==> src/rtl/multi_door_flasher.sv <==
// Per-door flash sequencer: each door channel arms on a trigger rising edge and
// flashes its LED on a shared slow tick. Optional retrigger: DOOR_RETRIGGER_EN.
module multi_door_flasher #(
    parameter int NUM_DOORS   = 4,
    parameter int FLASH_COUNT = 20,
    parameter int TICK_DIV    = 20000000
) (
    input  logic                 clk_40MHz,
    input  logic                 reset,
    input  logic [NUM_DOORS-1:0] trigger,
    output logic [NUM_DOORS-1:0] LED,
    output logic [NUM_DOORS-1:0] busy,
    output logic [NUM_DOORS-1:0] done
);

    localparam int CNT_W = $clog2(FLASH_COUNT + 1);
    localparam int DIV_W = $clog2(TICK_DIV);
    // The start tick is the first of the FLASH_COUNT ticks, so the counter
    // holds the ticks still to come after it.
    localparam logic [CNT_W-1:0] START_CNT = CNT_W'(FLASH_COUNT - 1);
    localparam logic [DIV_W-1:0] DIV_MAX   = DIV_W'(TICK_DIV - 1);

    typedef enum logic [1:0] {
        IDLE  = 2'd0,
        ARMED = 2'd1,
        FLASH = 2'd2
    } state_t;

    logic [NUM_DOORS-1:0] trig_q;
    logic [NUM_DOORS-1:0] rise;
    logic [DIV_W-1:0]     div_q, div_d;
    logic                 tick;

    state_t               state_q [NUM_DOORS];
    state_t               state_d [NUM_DOORS];
    logic [CNT_W-1:0]     cnt_q   [NUM_DOORS];
    logic [CNT_W-1:0]     cnt_d   [NUM_DOORS];
    logic [NUM_DOORS-1:0] led_q, led_d;
    logic [NUM_DOORS-1:0] busy_q, busy_d;
    logic [NUM_DOORS-1:0] done_q, done_d;
`ifdef DOOR_RETRIGGER_EN
    logic [NUM_DOORS-1:0] retrig_q, retrig_d;
`endif

    assign rise = trigger & ~trig_q;
    assign tick = (div_q == DIV_MAX);

    // Shared prescaler next value.
    always_comb begin
        div_d = div_q;
        if (tick) begin
            div_d = '0;
        end else begin
            div_d = div_q + DIV_W'(1);
        end
    end

    // Per-channel sequencer next state and outputs.
    always_comb begin
        for (int i = 0; i < NUM_DOORS; i++) begin
            state_d[i] = state_q[i];
            cnt_d[i]   = cnt_q[i];
            led_d[i]   = led_q[i];
            done_d[i]  = 1'b0;
`ifdef DOOR_RETRIGGER_EN
            retrig_d[i] = 1'b0;
`endif
            case (state_q[i])
                IDLE: begin
                    led_d[i] = 1'b0;
                    cnt_d[i] = '0;
                    if (rise[i]) begin
                        state_d[i] = ARMED;
                    end else begin
                        state_d[i] = IDLE;
                    end
                end
                ARMED: begin
                    if (tick) begin
                        led_d[i]   = 1'b1;
                        cnt_d[i]   = START_CNT;
                        state_d[i] = FLASH;
                    end else begin
                        state_d[i] = ARMED;
                    end
                end
                FLASH: begin
`ifdef DOOR_RETRIGGER_EN
                    if (tick) begin
                        retrig_d[i] = rise[i];
                        if (retrig_q[i]) begin
                            cnt_d[i] = START_CNT;
                            led_d[i] = ~led_q[i];
                        end else if (cnt_q[i] > CNT_W'(1)) begin
                            cnt_d[i] = cnt_q[i] - CNT_W'(1);
                            led_d[i] = ~led_q[i];
                        end else begin
                            cnt_d[i]   = '0;
                            led_d[i]   = 1'b0;
                            done_d[i]  = 1'b1;
                            state_d[i] = IDLE;
                        end
                    end else begin
                        retrig_d[i] = retrig_q[i] | rise[i];
                    end
`else
                    if (tick) begin
                        if (cnt_q[i] > CNT_W'(1)) begin
                            cnt_d[i] = cnt_q[i] - CNT_W'(1);
                            led_d[i] = ~led_q[i];
                        end else begin
                            cnt_d[i]   = '0;
                            led_d[i]   = 1'b0;
                            done_d[i]  = 1'b1;
                            state_d[i] = IDLE;
                        end
                    end else begin
                        state_d[i] = FLASH;
                    end
`endif
                end
                default: begin
                    state_d[i] = IDLE;
                    cnt_d[i]   = '0;
                    led_d[i]   = 1'b0;
                end
            endcase
            busy_d[i] = (state_d[i] != IDLE);
        end
    end

    // State, prescaler and output registers.
    always_ff @(posedge clk_40MHz) begin
        if (reset) begin
            trig_q <= '0;
            div_q  <= '0;
            led_q  <= '0;
            busy_q <= '0;
            done_q <= '0;
`ifdef DOOR_RETRIGGER_EN
            retrig_q <= '0;
`endif
            for (int i = 0; i < NUM_DOORS; i++) begin
                state_q[i] <= IDLE;
                cnt_q[i]   <= '0;
            end
        end else begin
            trig_q <= trigger;
            div_q  <= div_d;
            led_q  <= led_d;
            busy_q <= busy_d;
            done_q <= done_d;
`ifdef DOOR_RETRIGGER_EN
            retrig_q <= retrig_d;
`endif
            for (int i = 0; i < NUM_DOORS; i++) begin
                state_q[i] <= state_d[i];
                cnt_q[i]   <= cnt_d[i];
            end
        end
    end

    assign LED  = led_q;
    assign busy = busy_q;
    assign done = done_q;

endmodule
==> config.mk <==
export PLATFORM = sky130hd
export DESIGN_NAME = multi_door_flasher
export DESIGN_NICKNAME = d
export VERILOG_FILES = /design/src/rtl/multi_door_flasher.sv
export SDC_FILE = /design/constraint.sdc
export NUM_CORES = 1
export LEC_CHECK = 0
export CORE_UTILIZATION = 60
export CTS_CLUSTER_SIZE = 14
export DETAILED_ROUTE_END_ITERATION = 10
export GPL_TIMING_DRIVEN = 0
export PLACE_DENSITY = 0.85
export SLEW_MARGIN = 20
export SYNTH_ARGS = -nofsm -noshare
export SYNTH_HDL_FRONTEND = slang
export SYNTH_SLANG_ARGS = --single-unit
==> constraint.sdc <==
create_clock -name clk_40MHz -period 4.95 [get_ports clk_40MHz]
set_input_delay 0.99 -clock clk_40MHz [delete_from_list [all_inputs] [get_ports clk_40MHz]]
set_output_delay 0.99 -clock clk_40MHz [all_outputs]
set_load 0.05 [all_outputs]
==> impl_metrics.env, run 1 <==
export IMPL_grt_pass1_vias=2817
export IMPL_p_switching_mw=0.2962
export IMPL_ir_worst_vdd_uv=209.0
export IMPL_antenna_found_initial=0
export IMPL_drtIter0Drc=227
export IMPL_worstPathRequired_ns=3.96
export IMPL_r2r_cells=6
export IMPL_setup_viol=0
export IMPL_worst_pin_slew_ns=0.7288
export IMPL_cts_setup_buffers=0
export IMPL_post_cts_resized=0
export IMPL_yosys_top_cells_area="dfxtp_1 (39%), ha_1 (8.7%), nor2_1 (5.1%)"
export IMPL_io_pins=18
export IMPL_drive_above_1_share=0.08824
export IMPL_core_area_sq_um=5642
export IMPL_clock_path_buffers=2
export IMPL_r2r_start="div_q[0]"
export IMPL_cp_max_fo=3
export IMPL_vias_per_cell=5.893
export IMPL_pre_cts_ws_ns=2.140
export IMPL_synth_most_common_cell="dfxtp_1"
export IMPL_synth_cell_type_count=57
export IMPL_crit_chain="clkdlybuf4s50_1"
export IMPL_total_power_mw=1.113
export IMPL_r2r_slack_ns=2.54
export IMPL_drv_cap=0
export IMPL_port_buffers=17
export IMPL_drc=0
export IMPL_cts_hold_buffers=0
export IMPL_p_int_mw=0.8173
export IMPL_nets=468
export IMPL_power_clock_fraction=0.379
export IMPL_root_buffer="clkbuf_8"
export IMPL_yosysTopAreaCellShare=0.3855
export IMPL_crit_type="reg2out"
export IMPL_path_clk_slew_ns=0.07
export IMPL_postRouteAntennaNets=0
export IMPL_cp_end_kind="primary output"
export IMPL_cts_tree="yes"
export IMPL_ys_warn_count=0
export IMPL_drt_wl_total_microns=7680
export IMPL_syn_area_per_cell_sq_um=8.761
export IMPL_cpLargestDelayFamily="buffers and inverters"
export IMPL_async_reset_ff_frac=0
export IMPL_routedWlPerCell_microns=14.94
export IMPL_finalHoldViolCount=0
export IMPL_place_area_sq_um=3844
export IMPL_synth_top_cells_by_count="dfxtp_1 (69), nor2_1 (49), inv_1 (32)"
export IMPL_overflow=0
export IMPL_p_seq_frac=0.519
export IMPL_fp_dieW_microns=79.28
export IMPL_hold_start="div_q[0]"
export IMPL_power_density_nw_per_um2=276.9
export IMPL_final_core_util=0.7128
export IMPL_rr_endpoint="busy[3]"
export IMPL_ys_seq_elements=69
export IMPL_die_area_sq_um=6285
export IMPL_gp_congestion=0.8929
export IMPL_whs_ns=0.4853
export IMPL_ctsHtreeMaxLevel=3
export IMPL_status="finished, final reports clean"
export IMPL_cts_sinks=69
export IMPL_n_antenna_cell=0
export IMPL_leakage_nw=1.507
export IMPL_whs_path_depth=1
export IMPL_rows=27
export IMPL_rsz0062_at_grt="false"
export IMPL_syn_num_nets=440
export IMPL_slowest_stage="clkdlybuf4s50_1"
export IMPL_fin_crit_sh=0.5097
export IMPL_worst_path_buf_inv=1
export IMPL_p_sw_frac=0.2660
export IMPL_post_place_cells=498
export IMPL_ys_flop_type="dfxtp_1"
export IMPL_grt_use_total=0.2676
export IMPL_clock_fmax_ghz=0.3963
export IMPL_fin_cells=514
export IMPL_critPathMaxStageDelay_ns=0.82
export IMPL_syn_inst=409
export IMPL_cts_buffers=9
export IMPL_netlist_area_sq_um=3583
export IMPL_postLayoutCellArea_sq_um=4021
export IMPL_area_growth_pct=12.22
export IMPL_whs_endpoint="div_q[0]"
export IMPL_critPathLaunchType="flop"
export IMPL_initial_utilization=0.6352
export IMPL_synth_edff_count=0
export IMPL_comb_power_share=0.102
export IMPL_synth_top_cell_by_area="dfxtp_1"
export IMPL_clk_latency_ns=0.35
export IMPL_worstPathArrival_ns=1.53
export IMPL_grt_max_degree=12
export IMPL_grt_pass1_wl_microns=12950
export IMPL_hpwl_microns=5268
export IMPL_slew_headroom=0.5115
export IMPL_yosysSeqAreaShare=0.3855
export IMPL_report_final_slew_viol_count=0
export IMPL_final_min_clock_period_ns=2.523
export IMPL_hold_class="reg2reg"
export IMPL_drtPass1Iterations=5
export IMPL_vias=3029
export IMPL_worst_clock_skew_ns=0.01168
export IMPL_tns_ns=0
export IMPL_setup_slack_ns=2.427
export IMPL_die_h_microns=79.28
per-layer routing:
layer,routed length (microns),global-route usage,vias to the layer above
met2,3589,0.4233,94
met3,536,0.05977,8
li1,-,-,1500
met4,109,0.1291,0
met5,0,0,-
met1,3444,0.3431,1427
cell usage in the layout (no fill, tap or decap), types with 3 or more instances in the layout:
| master | count |
|---|---|
| clkbuf_8 | 11 |
| inv_1 | 32 |
| nor4b_1 | 3 |
| xnor2_1 | 9 |
| clkinv_2 | 3 |
| nand4_1 | 12 |
| clkdlybuf4s50_1 | 17 |
| and4_1 | 3 |
| nand3_1 | 18 |
| nor2b_1 | 6 |
| a32o_1 | 6 |
| nor3b_1 | 4 |
| o32ai_1 | 8 |
| a22o_1 | 3 |
| or2_2 | 5 |
| dfxtp_1 | 69 |
| clkbuf_1 | 6 |
| ha_1 | 25 |
| a31oi_1 | 10 |
| o21ai_0 | 9 |
| a21o_1 | 3 |
| o21bai_1 | 3 |
| nor2_1 | 49 |
| nor3_1 | 10 |
| nand2_1 | 26 |
| xor2_1 | 18 |
| nor4_1 | 4 |
| a211oi_1 | 3 |
| buf_2 | 6 |
| and3_1 | 4 |
| a21boi_1 | 3 |
| a21oi_1 | 18 |
| or2_1 | 3 |
kinds of logic after synthesis:
logic type                 after synthesis  share of synthesized area
AOI/OAI and AO/OA                       82                     0.1655
DFF                                     69                     0.3855
xor gates and xnor gates                27                    0.06599
and+or+nand+nor                        161                     0.2444
buffers and inverters                   45                    0.05133
adders and majority gates               25                    0.08729
state kept, by name, summed over array words and instances (netlist names):
register,count
div_q,25
trig_q,4
busy,4
state_q,8
cnt_q,20
done,4
LED,4
cell type report:
cell class | instances | area (sq um)
sequential | 69 | 1381
fill | 425 | 1620
clock buffer | 12 | 155.1
clock inverter | 4 | 22.52
tap | 72 | 90.09
inverter | 33 | 123.9
buffer | 12 | 60.06
timing repair buffer | 17 | 170.2
multi-input combinational | 295 | 2018
worst max-delay path by stage:
stage | cells past startpoint | start | end
6_report | 1 | LED[3] | LED[3]
3_5_place_dp | 4 | reset | cnt_q[0][2]
2_1_floorplan | 7 | div_q[0] | busy[0]
3_3_place_gp | 4 | reset | cnt_q[3][0]
5_1_grt | 1 | LED[1] | LED[1]
4_1_cts | 1 | LED[2] | LED[2]
power by group through the flow:
| stage | combinational (mW) | sequential (mW) | clock, mW |
|---|---|---|---|
| floorplan | 0.0692 | 0.602 | 0 |
| global placement | 0.109 | 0.590 | 0 |
| detailed placement | 0.111 | 0.591 | 0 |
| CTS | 0.113 | 0.578 | 0.424 |
| global route | 0.125 | 0.580 | 0.450 |
| finish | 0.114 | 0.578 | 0.422 |
No activity file was read; power rests on OpenSTA's default activity.
==> run 2, diff against run 1 <==
==> constraint.sdc (replaced) <==
create_clock -name clk_40MHz -period 2.4 [get_ports clk_40MHz]
set_input_delay 0.48 -clock clk_40MHz [delete_from_list [all_inputs] [get_ports clk_40MHz]]
set_output_delay 0.48 -clock clk_40MHz [all_outputs]
set_load 0.05 [all_outputs]
==> run 2 against run 1 <==
Compared with the run above: final cell count stayed put; combinational power rose by 110%; global-route usage unchanged; highest routed layer unchanged; clock skew up 0.00079 ns; register-to-register slack worse by 2.3 ns; total power rose by 110%; cell area grew 0.16%; via count up 1.0%; core utilization rose by 0.11 points.
==> impl_metrics.env, run 2 (synthesis results as in run 1) <==
export IMPL_routedWlPerCell_microns=14.94
export IMPL_final_common_cell="dfxtp_1"
export IMPL_die_area_sq_um=6285
export IMPL_largest_register_ff_count=25
export IMPL_power_density_nw_per_um2=569.4
export IMPL_path_clk_slew_ns=0.07
export IMPL_n_antenna_cell=0
export IMPL_initial_utilization=0.6352
export IMPL_cts_sinks=69
export IMPL_total_power_mw=2.293
export IMPL_grt_max_degree=12
export IMPL_worst_clock_skew_ns=0.01247
export IMPL_r2r_slack_ns=0.25
export IMPL_cts_buffers=9
export IMPL_rsz0062_at_grt="false"
export IMPL_tns_ns=0
export IMPL_whs_ns=0.4853
export IMPL_grt_use_total=0.2676
export IMPL_hold_class="reg2reg"
export IMPL_cp_end_kind="flop"
export IMPL_final_core_util=0.7139
export IMPL_drtIter0Drc=232
export IMPL_fp_dieW_microns=79.28
export IMPL_mostFrequentLayoutCells="dfxtp_1 (69), nor2_1 (49), inv_1 (32)"
export IMPL_overflow=0
export IMPL_setup_slack_ns=0.2460
export IMPL_worst_pin_slew_ns=0.7334
export IMPL_drv_cap=0
export IMPL_fin_crit_sh=0.8975
export IMPL_hpwl_microns=5268
export IMPL_slew_headroom=0.5100
export IMPL_vias_per_cell=5.953
export IMPL_place_area_sq_um=3844
export IMPL_leakage_nw=1.523
export IMPL_clk_latency_ns=0.35
export IMPL_die_h_microns=79.28
export IMPL_area_growth_pct=12.40
export IMPL_antenna_found_initial=0
export IMPL_ctsHtreeMaxLevel=3
export IMPL_crit_type="reg2reg"
export IMPL_vias=3060
export IMPL_clock_path_buffers=2
export IMPL_port_buffers=17
export IMPL_rows=27
export IMPL_cts_hold_buffers=0
export IMPL_grt_pass1_wl_microns=12950
export IMPL_status="finished, final reports clean"
export IMPL_clock_fmax_ghz=0.4642
export IMPL_drc=0
export IMPL_worstPathArrival_ns=2.45
export IMPL_report_final_slew_viol_count=0
export IMPL_core_area_sq_um=5642
export IMPL_cts_setup_buffers=0
export IMPL_drtPass1Iterations=5
export IMPL_postLayoutCellArea_sq_um=4028
export IMPL_post_place_cells=498
export IMPL_pre_cts_ws_ns=0.05248
export IMPL_finalHoldViolCount=0
export IMPL_final_min_clock_period_ns=2.154
export IMPL_fin_cells=514
export IMPL_drt_wl_total_microns=7680
export IMPL_gp_congestion=0.8929
export IMPL_drive_above_1_share=0.08824
export IMPL_cts_tree="yes"
export IMPL_cp_max_fo=9
export IMPL_postRouteAntennaNets=0
export IMPL_critPathLaunchType="flop"
export IMPL_setup_viol=0
export IMPL_worstPathRequired_ns=2.69
export IMPL_io_pins=18
export IMPL_regMostFlops="div_q"
export IMPL_root_buffer="clkbuf_8"
export IMPL_ir_worst_vdd_uv=431.3
export IMPL_nets=468
export IMPL_reg_top3="div_q: 25 flops, cnt_q: 20 flops, state_q: 8 flops"
export IMPL_grt_pass1_vias=2817
run 2: final timing paths:
check / start / endpoint / cells past startpoint
worst min-delay path: div_q[0] / div_q[0] / 1
worst max-delay path: div_q[0] / busy[3] / 6
worst min register to register: div_q[0] / div_q[0] / 1
worst max register to register: div_q[0] / busy[3] / 6
run 2: what timing repair did:
item / in CTS / in global routing
gates resized for setup: 0 / 1
endpoints found under the hold margin: 0 / 0
setup endpoints to repair: 0 / 12
run 2: area by class of cell:
class,instances,area [sq um]
clock inverter,4,22.52
sequential,69,1381
multi-input combinational,295,2024
inverter,33,123.9
buffer,12,60.06
clock buffer,12,155.1
fill,423,1614
tap,72,90.09
timing repair buffer,17,170.2
run 2: where the power goes:
part	internal (mW)	switching, mW	leakage [nW]
Combinational	0.0881	0.146	0.872
Clock	0.427	0.440	0.0921
Sequential	1.17	0.0215	0.560
Total	1.69	0.608	1.52
run 2: worst max-delay path, stage by stage (launching register included):
cell      delay (ns)
dfxtp_1         0.38
ha_1            0.25
nand3_4         0.16
nor3_4          0.43
nand2_1         0.39
a211oi_1        0.35
or2_1           0.14
run 2: per-layer routing:
metal,global-route usage,share of wire
met5,0,0
met4,0.1291,0.024
met3,0.05977,0.062
met2,0.4233,0.46
met1,0.3431,0.45
